`src/rtl/ras_stack_pkg.sv`:
```
// rtl/ras_stack_pkg.sv - shared fetch RAS encodings and defaults
package ras_stack_pkg;

  localparam int RAS_DEPTH_DEFAULT = 16;

  // Same encoding the F1 branch decoder drives on its RAS control lines
  typedef enum logic [1:0] {
    RAS_NONE    = 2'b00,
    RAS_PUSH    = 2'b01,
    RAS_POP     = 2'b10,
    RAS_POPPUSH = 2'b11
  } ras_ctrl_e;

  function automatic logic [63:0] ras_ret_addr(input logic [63:0] call_pc);
    return call_pc + 64'd4;
  endfunction

endpackage

```
`src/rtl/ras_stack_if.sv`:
```
// rtl/ras_stack_if.sv - decoder/backend to return address stack bundle
interface ras_stack_if #(
  parameter int PTR_W = 4,
  parameter int CNT_W = 5
);
  logic             ras_vld_i;
  logic [1:0]       ras_ctrl_i;
  logic [63:0]      ras_data_i;
  logic             fetch_stall_i;
  logic             recover_vld_i;
  logic [PTR_W-1:0] recover_ptr_i;
  logic [CNT_W-1:0] recover_cnt_i;
  logic [63:0]      recover_top_i;
  logic [63:0]      ras_top_o;
  logic             ras_empty_o;
  logic [PTR_W-1:0] chkpt_ptr_o;
  logic [CNT_W-1:0] chkpt_cnt_o;
  logic [63:0]      chkpt_top_o;

  modport master (
    output ras_vld_i, ras_ctrl_i, ras_data_i, fetch_stall_i,
    output recover_vld_i, recover_ptr_i, recover_cnt_i, recover_top_i,
    input  ras_top_o, ras_empty_o, chkpt_ptr_o, chkpt_cnt_o, chkpt_top_o
  );

  modport slave (
    input  ras_vld_i, ras_ctrl_i, ras_data_i, fetch_stall_i,
    input  recover_vld_i, recover_ptr_i, recover_cnt_i, recover_top_i,
    output ras_top_o, ras_empty_o, chkpt_ptr_o, chkpt_cnt_o, chkpt_top_o
  );
endinterface

```
`src/rtl/ras_stack_mem.sv`:
```
// rtl/ras_stack_mem.sv - DEPTHx64 register array, one sync write, one async read
module ras_stack_mem #(
  parameter int DEPTH = 16,
  parameter int AW    = 4
) (
  input  logic          clk_i,
  input  logic          rst_i,
  input  logic          we,
  input  logic [AW-1:0] waddr,
  input  logic [63:0]   wdata,
  input  logic [AW-1:0] raddr,
  output logic [63:0]   rdata
);

  logic [63:0] mem [DEPTH];

  always_ff @(posedge clk_i) begin
    if (rst_i) begin
      for (int i = 0; i < DEPTH; i++) begin
        mem[i] <= 64'd0;
      end
    end else if (we) begin
      mem[waddr] <= wdata;
    end
  end

  assign rdata = mem[raddr];

endmodule

```
`src/rtl/ras_stack.sv`:
```
// rtl/ras_stack.sv - F1 return address stack with checkpoint/repair
module ras_stack
  import ras_stack_pkg::*;
#(
  parameter int DEPTH = RAS_DEPTH_DEFAULT,
  parameter int PTR_W = $clog2(DEPTH),
  parameter int CNT_W = PTR_W + 1
) (
  input logic        clk_i,
  input logic        rst_i,
  ras_stack_if.slave ras
);

  logic [PTR_W-1:0] ptr, ptr_nxt;
  logic [CNT_W-1:0] cnt, cnt_nxt;
  logic             upd;
  logic             mem_we;
  logic [PTR_W-1:0] mem_waddr;
  logic [63:0]      mem_wdata;
  logic [63:0]      top;
  logic [63:0]      ret;

  // Recover wins over stall and over the decoder's same-cycle request
  assign upd = ras.ras_vld_i & ~ras.fetch_stall_i & ~ras.recover_vld_i;
  assign ret = ras_ret_addr(ras.ras_data_i);

  always_comb begin
    ptr_nxt   = ptr;
    cnt_nxt   = cnt;
    mem_we    = 1'b0;
    mem_waddr = ptr;
    mem_wdata = ret;
    if (ras.recover_vld_i) begin
      ptr_nxt   = ras.recover_ptr_i;
      cnt_nxt   = ras.recover_cnt_i;
      mem_we    = 1'b1;
      mem_waddr = ras.recover_ptr_i;
      mem_wdata = ras.recover_top_i;
    end else if (upd) begin
      case (ras_ctrl_e'(ras.ras_ctrl_i))
        RAS_PUSH: begin
          ptr_nxt   = ptr + PTR_W'(1);
          mem_we    = 1'b1;
          mem_waddr = ptr + PTR_W'(1);
          // Full stack overwrites the oldest entry; count saturates
          if (cnt != CNT_W'(DEPTH)) cnt_nxt = cnt + CNT_W'(1);
        end
        RAS_POP: begin
          if (cnt != '0) begin
            ptr_nxt = ptr - PTR_W'(1);
            cnt_nxt = cnt - CNT_W'(1);
          end
        end
        RAS_POPPUSH: begin
          mem_we = 1'b1;
          if (cnt == '0) cnt_nxt = CNT_W'(1);
        end
        default: begin
        end
      endcase
    end
  end

  always_ff @(posedge clk_i) begin
    if (rst_i) begin
      ptr <= '0;
      cnt <= '0;
    end else begin
      ptr <= ptr_nxt;
      cnt <= cnt_nxt;
    end
  end

  ras_stack_mem #(
    .DEPTH (DEPTH),
    .AW    (PTR_W)
  ) u_mem (
    .clk_i (clk_i),
    .rst_i (rst_i),
    .we    (mem_we),
    .waddr (mem_waddr),
    .wdata (mem_wdata),
    .raddr (ptr),
    .rdata (top)
  );

  assign ras.ras_top_o   = top;
  assign ras.ras_empty_o = (cnt == '0);
  assign ras.chkpt_ptr_o = ptr;
  assign ras.chkpt_cnt_o = cnt;
  assign ras.chkpt_top_o = top;

endmodule
```
`src/flat_wrapper.sv`:
```
// flat-port wrapper written by rule: the top's interface ports become plain ports
module ras_stack_flat import ras_stack_pkg::*;
#(
  parameter int DEPTH = RAS_DEPTH_DEFAULT,
  parameter int PTR_W = $clog2(DEPTH),
  parameter int CNT_W = PTR_W + 1
)
  (clk_i, rst_i, ras_ras_vld_i, ras_ras_ctrl_i, ras_ras_data_i, ras_fetch_stall_i, ras_recover_vld_i, ras_recover_ptr_i, ras_recover_cnt_i, ras_recover_top_i, ras_ras_top_o, ras_ras_empty_o, ras_chkpt_ptr_o, ras_chkpt_cnt_o, ras_chkpt_top_o);
  ras_stack_if #(.PTR_W(PTR_W), .CNT_W(CNT_W)) ras_i ();
  input logic clk_i;
  input logic rst_i;
  input wire logic [$bits(ras_i.ras_vld_i)-1:0] ras_ras_vld_i;
  input wire logic [$bits(ras_i.ras_ctrl_i)-1:0] ras_ras_ctrl_i;
  input wire logic [$bits(ras_i.ras_data_i)-1:0] ras_ras_data_i;
  input wire logic [$bits(ras_i.fetch_stall_i)-1:0] ras_fetch_stall_i;
  input wire logic [$bits(ras_i.recover_vld_i)-1:0] ras_recover_vld_i;
  input wire logic [$bits(ras_i.recover_ptr_i)-1:0] ras_recover_ptr_i;
  input wire logic [$bits(ras_i.recover_cnt_i)-1:0] ras_recover_cnt_i;
  input wire logic [$bits(ras_i.recover_top_i)-1:0] ras_recover_top_i;
  output wire logic [$bits(ras_i.ras_top_o)-1:0] ras_ras_top_o;
  output wire logic [$bits(ras_i.ras_empty_o)-1:0] ras_ras_empty_o;
  output wire logic [$bits(ras_i.chkpt_ptr_o)-1:0] ras_chkpt_ptr_o;
  output wire logic [$bits(ras_i.chkpt_cnt_o)-1:0] ras_chkpt_cnt_o;
  output wire logic [$bits(ras_i.chkpt_top_o)-1:0] ras_chkpt_top_o;
  assign ras_i.ras_vld_i = ras_ras_vld_i;
  assign ras_i.ras_ctrl_i = ras_ras_ctrl_i;
  assign ras_i.ras_data_i = ras_ras_data_i;
  assign ras_i.fetch_stall_i = ras_fetch_stall_i;
  assign ras_i.recover_vld_i = ras_recover_vld_i;
  assign ras_i.recover_ptr_i = ras_recover_ptr_i;
  assign ras_i.recover_cnt_i = ras_recover_cnt_i;
  assign ras_i.recover_top_i = ras_recover_top_i;
  assign ras_ras_top_o = ras_i.ras_top_o;
  assign ras_ras_empty_o = ras_i.ras_empty_o;
  assign ras_chkpt_ptr_o = ras_i.chkpt_ptr_o;
  assign ras_chkpt_cnt_o = ras_i.chkpt_cnt_o;
  assign ras_chkpt_top_o = ras_i.chkpt_top_o;
  ras_stack #(.DEPTH(DEPTH), .PTR_W(PTR_W), .CNT_W(CNT_W)) u_core (.clk_i(clk_i), .rst_i(rst_i), .ras(ras_i));
endmodule
```
`config.mk`:
```
export PLATFORM = sky130hd
export DESIGN_NAME = ras_stack_flat
export DESIGN_NICKNAME = d
export VERILOG_FILES = /design/src/rtl/ras_stack_pkg.sv /design/src/rtl/ras_stack_if.sv /design/src/rtl/ras_stack_mem.sv /design/src/rtl/ras_stack.sv /design/src/flat_wrapper.sv
export SDC_FILE = /design/constraint.sdc
export NUM_CORES = 1
export LEC_CHECK = 0
export CAP_MARGIN = 40
export CORE_MARGIN = 2
export CORE_UTILIZATION = 55
export DETAILED_ROUTE_END_ITERATION = 10
export HOLD_SLACK_MARGIN = 0.08
export PLACE_DENSITY_LB_ADDON = 0.1
export SETUP_SLACK_MARGIN = 0.15
export SKIP_LAST_GASP = 1
export SYNTH_ARGS = -nofsm -noshare
export SYNTH_HDL_FRONTEND = slang
export SYNTH_SLANG_ARGS = --single-unit
```
`constraint.sdc`:
```
create_clock -name clk_i -period 11.85 [get_ports clk_i]
set_input_delay 2.37 -clock clk_i [delete_from_list [all_inputs] [get_ports clk_i]]
set_output_delay 2.37 -clock clk_i [all_outputs]
set_load 0.05 [all_outputs]
```
==> results of run 1 <==
==> cell families after synthesis <==
kind of cell,synth area share [%]
mux,16.1
buf+inv,3.47
compound gates,1.16
simple gates,12.5
fa+ha+maj,0.202
xor+xnor,0.854
flops,65.8
==> worst max path at each step <==
stage,cells past startpoint,startpoint,endpoint
detailed placement,9,ras_ras_ctrl_i[1],u_core.u_mem.mem[12][59]
finish,5,flop,ras_ras_top_o[54]
global route,5,flop,ras_chkpt_top_o[59]
floorplan,10,ras_ras_ctrl_i[1],u_core.u_mem.mem[15][0]
CTS,5,flop,ras_ras_top_o[59]
global placement,8,ras_recover_vld_i,u_core.u_mem.mem[12][42]
==> stage by stage <==
| stage | setup slack (ns) | util [%] |
|---|---|---|
| floorplan | 5.68 | - |
| CTS | 4.56 | 64.6 |
| detailed placement | 4.85 | 60.8 |
| global route | 4.43 | 64.6 |
| finish | 4.69 | 64.6 |
| global placement | 4.10 | 59.7 |
==> metal layers <==
layer | routed length [um] | up-vias | GRT usage [%]
met2 | 64900 | 1830 | 49.6
met4 | 3800 | 4 | 9.16
met1 | 49700 | 15200 | 40.4
met5 | 49 | - | 0
met3 | 14800 | 243 | 7.42
li1 | - | 12500 | -
==> flip-flops by register name (all words and copies together) (netlist names), named ones only <==
name                    count
u_core.u_mem.mem         1024
u_core.ras.chkpt_cnt_o      5
u_core.ras.chkpt_ptr_o      4
==> critical path, stage by stage (launching register included) <==
cell and delay, ns:
dfxtp_4 0.72, buf_4 0.68, buf_4 0.74, mux4_2 0.61
mux4_2 0.59, clkdlybuf4s50_1 0.74
==> final cells by class <==
class | instances | share of cell area, %
Inverter | 11 | 0.0751
Sequential cell | 1037 | 56.5
Clock inverter | 52 | 0.836
Multi-Input combinational cell | 1852 | 27.1
Timing Repair Buffer | 407 | 7.88
Tap cell | 1144 | 2.60
Clock buffer | 140 | 5.06
==> layout by cell type, fill, tap and decap left out, drive strengths merged, types with 30 or more instances in the layout <==
| cell | n |
|---|---|
| nor2 | 887 |
| mux2i | 32 |
| nand3 | 37 |
| edfxtp | 1024 |
| nor3 | 205 |
| buf | 127 |
| nand2b | 30 |
| clkdlybuf4s50 | 280 |
| clkinv | 37 |
| nand2 | 94 |
| mux4 | 320 |
| clkbuf | 140 |
==> power by group through the flow <==
stage | sequential (mW) | combinational [mW] | clock [mW]
after floorplan | 4.31 | 0.832 | 0
after global placement | 4.32 | 1.23 | 0
after detailed placement | 4.32 | 1.27 | 0
after CTS | 4.25 | 1.27 | 3.19
after global routing | 4.26 | 1.32 | 3.34
final | 4.25 | 1.27 | 3.17
==> metrics.md, run 1 <==
| Metric | Value |
|---|---|
| Ys Warns | `0` |
| Worst R2R End | `u_core.u_mem.mem[12][42]` |
| First-pass GRT wire length | `197,000 um` |
| I/O Pins | `282` |
| Leakage | `18.8 nW` |
| Drt initial violations | `3,581` |
| Register area share after synthesis | `65.8%` |
| Logic pwr share | `14.6%` |
| CTS tree | `yes` |
| Design area | `0.0550 mm^2` |
| Row count | `107` |
| EDFF count, synth | `1,024` |
| Initial antenna violation count | `2` |
| Post-CTS Hold Buffers | `0` |
| Fillers | `6,000` |
| Gr ovfl total | `0` |
| Tot GR Track Use | `30.3%` |
| Post-CTS sizing | `0` |
| Worst-margin pin slew | `0.991 ns` |
| Startpoint Class | `flop` |
| Net Switching | `2.24 mW` |
| Number of global-route vias before repair | `30,200` |
| Die area | `0.0881 mm^2` |
| Worst Hold Path Cells | `2` |
| VDD IR max | `0.129 mV` |
| R2R depth | `8` |
| CTS Buf Count | `105` |
| Outcome | `completed` |
| Hold Vio Cnt, Final | `0` |
| DR vias/cell | `6.41` |
| Fin crit period | `7.16 ns` |
| Root Buffer | `clkbuf_16` |
| RSZ-0062 raised after global routing | `no` |
| Placed cell area | `0.0517 mm^2` |
| Most frequent cells after synthesis | `edfxtp_1, nor2_1, mux4_2` |
| Endpoint class of the critical path | `primary output` |
| Avg Cell Area, Syn | `14.5 um^2` |
| Final layout net count | `3,565` |
| Die X | `297 um` |
| Total Power | `8.69 mW` |
| Area contributors post-synth | `edfxtp_1, mux4_2, nor2_1, nor3_1, clkbuf_1` |
| Die height | `297 um` |
| Pwr/cell area | `158 mW/mm^2` |
| Hold Slack | `0.566 ns` |
| Total number of vias | `29,800` |
| Final setup viols | `0` |
| Post-synthesis register bit count | `1,037` |
| CP max FO | `36` |
| Synth area leader | `edfxtp_1` |
| Data required, critical path | `9.48 ns` |
| Fin crit share | `60.4%` |
| Antenna Nets Post-Route | `0` |
| Reg area | `0.0310 mm^2` |
| CTS Sinks | `1,037` |
| Synth top area share | `65.2%` |
| Power share of the clock group | `36.5%` |
| Primary FF master, synth | `edfxtp_1` |
| Mapped Cells | `3,247` |
| WL/cell | `28.7 um` |
| R2r setup slk | `7.49 ns` |
| Hold Path End | `u_core.ras.chkpt_cnt_o[3]` |
| Hold Path Class | `flop to flop` |
| Inst Count DP | `4,449` |
| Switching Share | `25.8%` |
| Setup bufs post-CTS | `0` |
| Port-buffer cells | `281` |
| Reg2Reg Launch Point | `u_core.ras.chkpt_ptr_o[0]` |
| Synth Cell Area | `0.0472 mm^2` |
| Pins Over Slew Limit | `0` |
| Synth cell types | `64` |
| MaxCap Viol Count | `0` |
| Top-count cell post-synth | `edfxtp_1` |
| Pint | `6.44 mW` |
| Reg clk slew, reported paths | `0.06 ns` |
| Ys async rst share | `0%` |
| Hold Startpoint | `u_core.ras.chkpt_cnt_o[3]` |
| Setup TNS | `0 ns` |
| Critical Path AT | `4.79 ns` |
| Antenna diodes | `0` |
| GP Congestion | `0.898` |
| Critical Setup Path Class | `flop to primary output` |
| Post-Syn Nets | `3,398` |
| Initial core utilization | `55.5%` |
| Clock Skew | `0.0212 ns` |
| Share of layout cells above drive strength 1 | `18.7%` |
| Area grow syn2layout | `16.5%` |
| First-pass DRT Iterations | `6` |
| Layout Cells excl Fill | `4,643` |
| Multi-input gate area | `0.0149 mm^2` |
| DRC Markers | `0` |
| Clk_lat worst skew | `0.66 ns` |
| Placeable Area | `0.0850 mm^2` |
| Overall routed net length | `133,000 um` |
| H-tree depth | `3` |
| Detailed Place HPWL | `81,500 um` |
| Flop pwr share | `48.9%` |
| Slew headroom | `33.3%` |
| Largest net degree at the start of global routing | `101` |
| Peak Freq | `140 MHz` |
| Worst-case clock buffer depth | `3` |
Note: power is estimated with default switching activity, not from simulation.
==> run 2, diff against run 1 <==
Clock period 11.85 ns to 6.9 ns, I/O delays scaled along.
==> metrics.md, run 2 (synthesis results as in run 1) <==
| Metric | Value |
|---|---|
| Setup TNS | `0 ns (unchanged)` |
| Worst-case clock buffer depth | `3 (unchanged)` |
| I/O Pins | `282 (unchanged)` |
| Root Buffer | `clkbuf_16` |
| Outcome | `completed` |
| RSZ-0062 raised after global routing | `no` |
| Critical Path AT | `3.97 ns (-0.82 ns)` |
| Total number of vias | `30,400 (+2.0%)` |
| Data required, critical path | `5.52 ns (-3.96 ns)` |
| Setup bufs post-CTS | `0 (unchanged)` |
| Drt initial violations | `4,030 (+13%)` |
| Leakage | `18.9 nW (+0.57%)` |
| Worst-margin pin slew | `0.935 ns (-0.0561 ns)` |
| Reg2Reg Launch Point | `u_core.ras.chkpt_ptr_o[0]` |
| GP Congestion | `0.859 (-4.3%)` |
| Endpoint class of the critical path | `primary output` |
| Post-CTS Hold Buffers | `0 (unchanged)` |
| Most frequent cells in the layout | `edfxtp_1, nor2_1, mux4_2` |
| Most used cell, CP | `mux4_2` |
| CTS Sinks | `1,037 (unchanged)` |
| Placeable Area | `0.0850 mm^2 (unchanged)` |
| Final layout net count | `3,586 (+0.59%)` |
| Die area | `0.0881 mm^2 (unchanged)` |
| Clk_lat worst skew | `0.66 ns (about the same)` |
| Pwr/cell area | `274 mW/mm^2 (+74%)` |
| Final setup viols | `0 (unchanged)` |
| Crit-path slowest cell | `clkdlybuf4s50_1` |
| CTS tree | `yes` |
| Gr ovfl total | `0 (unchanged)` |
| Share of layout cells above drive strength 1 | `19.5% (+0.76 points)` |
| CP max FO | `24 (-33%)` |
| Hold Startpoint | `u_core.ras.chkpt_cnt_o[3]` |
| Commonest non-fill, non-tap cell in the layout | `edfxtp_1` |
| Antenna diodes | `0 (unchanged)` |
| VDD IR max | `0.217 mV (+69%)` |
| Pins Over Slew Limit | `0 (unchanged)` |
| Worst path bufs/invs | `3 (unchanged)` |
| Slew headroom | `37.7% (+4.4 points)` |
| Largest register by flop count | `u_core.u_mem.mem` |
| Fillers | `6,039 (+0.65%)` |
| Fin crit period | `5.35 ns` |
| Detailed Place HPWL | `79,700 um (-2.1%)` |
| Hold Slack | `0.550 ns (-0.0155 ns)` |
| Hold Path Class | `flop to flop` |
| Initial core utilization | `55.5% (unchanged)` |
| Die height | `297 um (unchanged)` |
| Overall routed net length | `141,000 um (+6.1%)` |
| Peak Freq | `187 MHz` |
| Largest net degree at the start of global routing | `84 (-17%)` |
| Startpoint Class | `flop` |
| Critical Setup Path Class | `flop to primary output` |
| First-pass GRT wire length | `204,000 um (+3.8%)` |
| MaxCap Viol Count | `0 (unchanged)` |
| DR vias/cell | `6.51 (+1.5%)` |
| CP top delay family | `buffers and inverters` |
| DRC Markers | `0 (unchanged)` |
| Largest register FFs | `1,024 (unchanged)` |
| Antenna Nets Post-Route | `0 (unchanged)` |
| Hold Vio Cnt, Final | `0 (unchanged)` |
| Clock Skew | `0.0125 ns (-0.00875 ns)` |
| Row count | `107 (unchanged)` |
| Fin crit share | `77.6%` |
| CP Cell Sequence | `buf_12 -> buf_4 -> mux4_2 -> mux4_2 -> clkdlybuf4s50_1` |
| Initial antenna violation count | `2 (unchanged)` |
| Reg clk slew, reported paths | `0.06 ns (about the same)` |
| Critical path's largest stage delay | `0.74 ns (about the same)` |
| Number of global-route vias before repair | `30,900 (+2.4%)` |
| Tot GR Track Use | `32.1% (+1.9 points)` |
| Port-buffer cells | `281 (unchanged)` |
| Post-CTS sizing | `0 (unchanged)` |
| Die X | `297 um (unchanged)` |
| CTS Buf Count | `103 (-1.9%)` |
| WL/cell | `30.3 um (+5.6%)` |
| Area grow syn2layout | `16.9%` |
| H-tree depth | `3 (unchanged)` |
| First-pass DRT Iterations | `5 (-1)` |
run 2: changes by cell type in the layout (fill, tap and decap cells not counted), moves of 3 or more:
cell and delta:
buf_4 +24, buf_12 +19, buf_16 -16, clkbuf_1 -13, clkinv_2 +4, clkinvlp_4 +4, inv_6 -4, buf_6 -3
bufinv_16 +3, clkbuf_16 +3
run 2: area by class of cell:
class,instances,area [um^2],area share [%]
well taps,1144,1430,2.60
flip-flops and latches,1037,31000,56.3
inverters,11,41.3,0.0749
clock inverters,62,573,1.04
clock buffers,130,2810,5.09
multi-input cells,1852,14900,27.0
repair buffers,430,4400,7.99
run 2: worst paths after layout:
kind,slack (ns),cells after the start,end
max,1.55,5,ras_chkpt_top_o[63]
min,0.55,2,u_core.ras.chkpt_cnt_o[3]
max reg2reg,3.31,7,u_core.u_mem.mem[13][53]
min reg2reg,0.55,2,u_core.ras.chkpt_cnt_o[3]
run 2: power breakdown:
part           internal, mW  switching (mW)  total [mW]
sequential             7.19           0.101        7.30
combinational         0.791            1.40        2.19
clock                  3.25            2.39        5.64
total                  11.2            3.89        15.1
run 2: per-layer routing:
metal  routed length (um)  global-route usage, %  vias to the layer above
met5                    0                      0                        -
met4                 5500                   12.0                        0
met3                17900                   8.62                      350
met2                66400                   50.8                     2124
met1                51500                   43.2                    15400
li1                     -                      -                    12500
run 2: worst reg2reg max path, delay by kind of cell, from the launching register on:
kind / cells / cell delay [ns]
adder cells (fa/ha/maj): 1 / 0.36
flip-flops: 1 / 0.51
AO/OA/AOI/OAI: 1 / 0.71
AND/OR/NAND/NOR: 2 / 0.91
multiplexers: 1 / 0.21
buffers and inverters: 2 / 0.53
run 2: metrics by stage:
stage	cells	utilization [%]	cell area [um^2]	setup WS (ns)	power (mW)
after floorplan	3247	-	47200	1.72	8.83
after global placement	4439	60.4	51300	1.67	9.55
after detailed placement	4472	60.9	51700	1.76	9.61
after CTS	4664	64.8	55100	1.50	15.2
after global routing	4666	64.9	55100	1.40	15.5
final	4666	64.9	55100	1.55	15.1
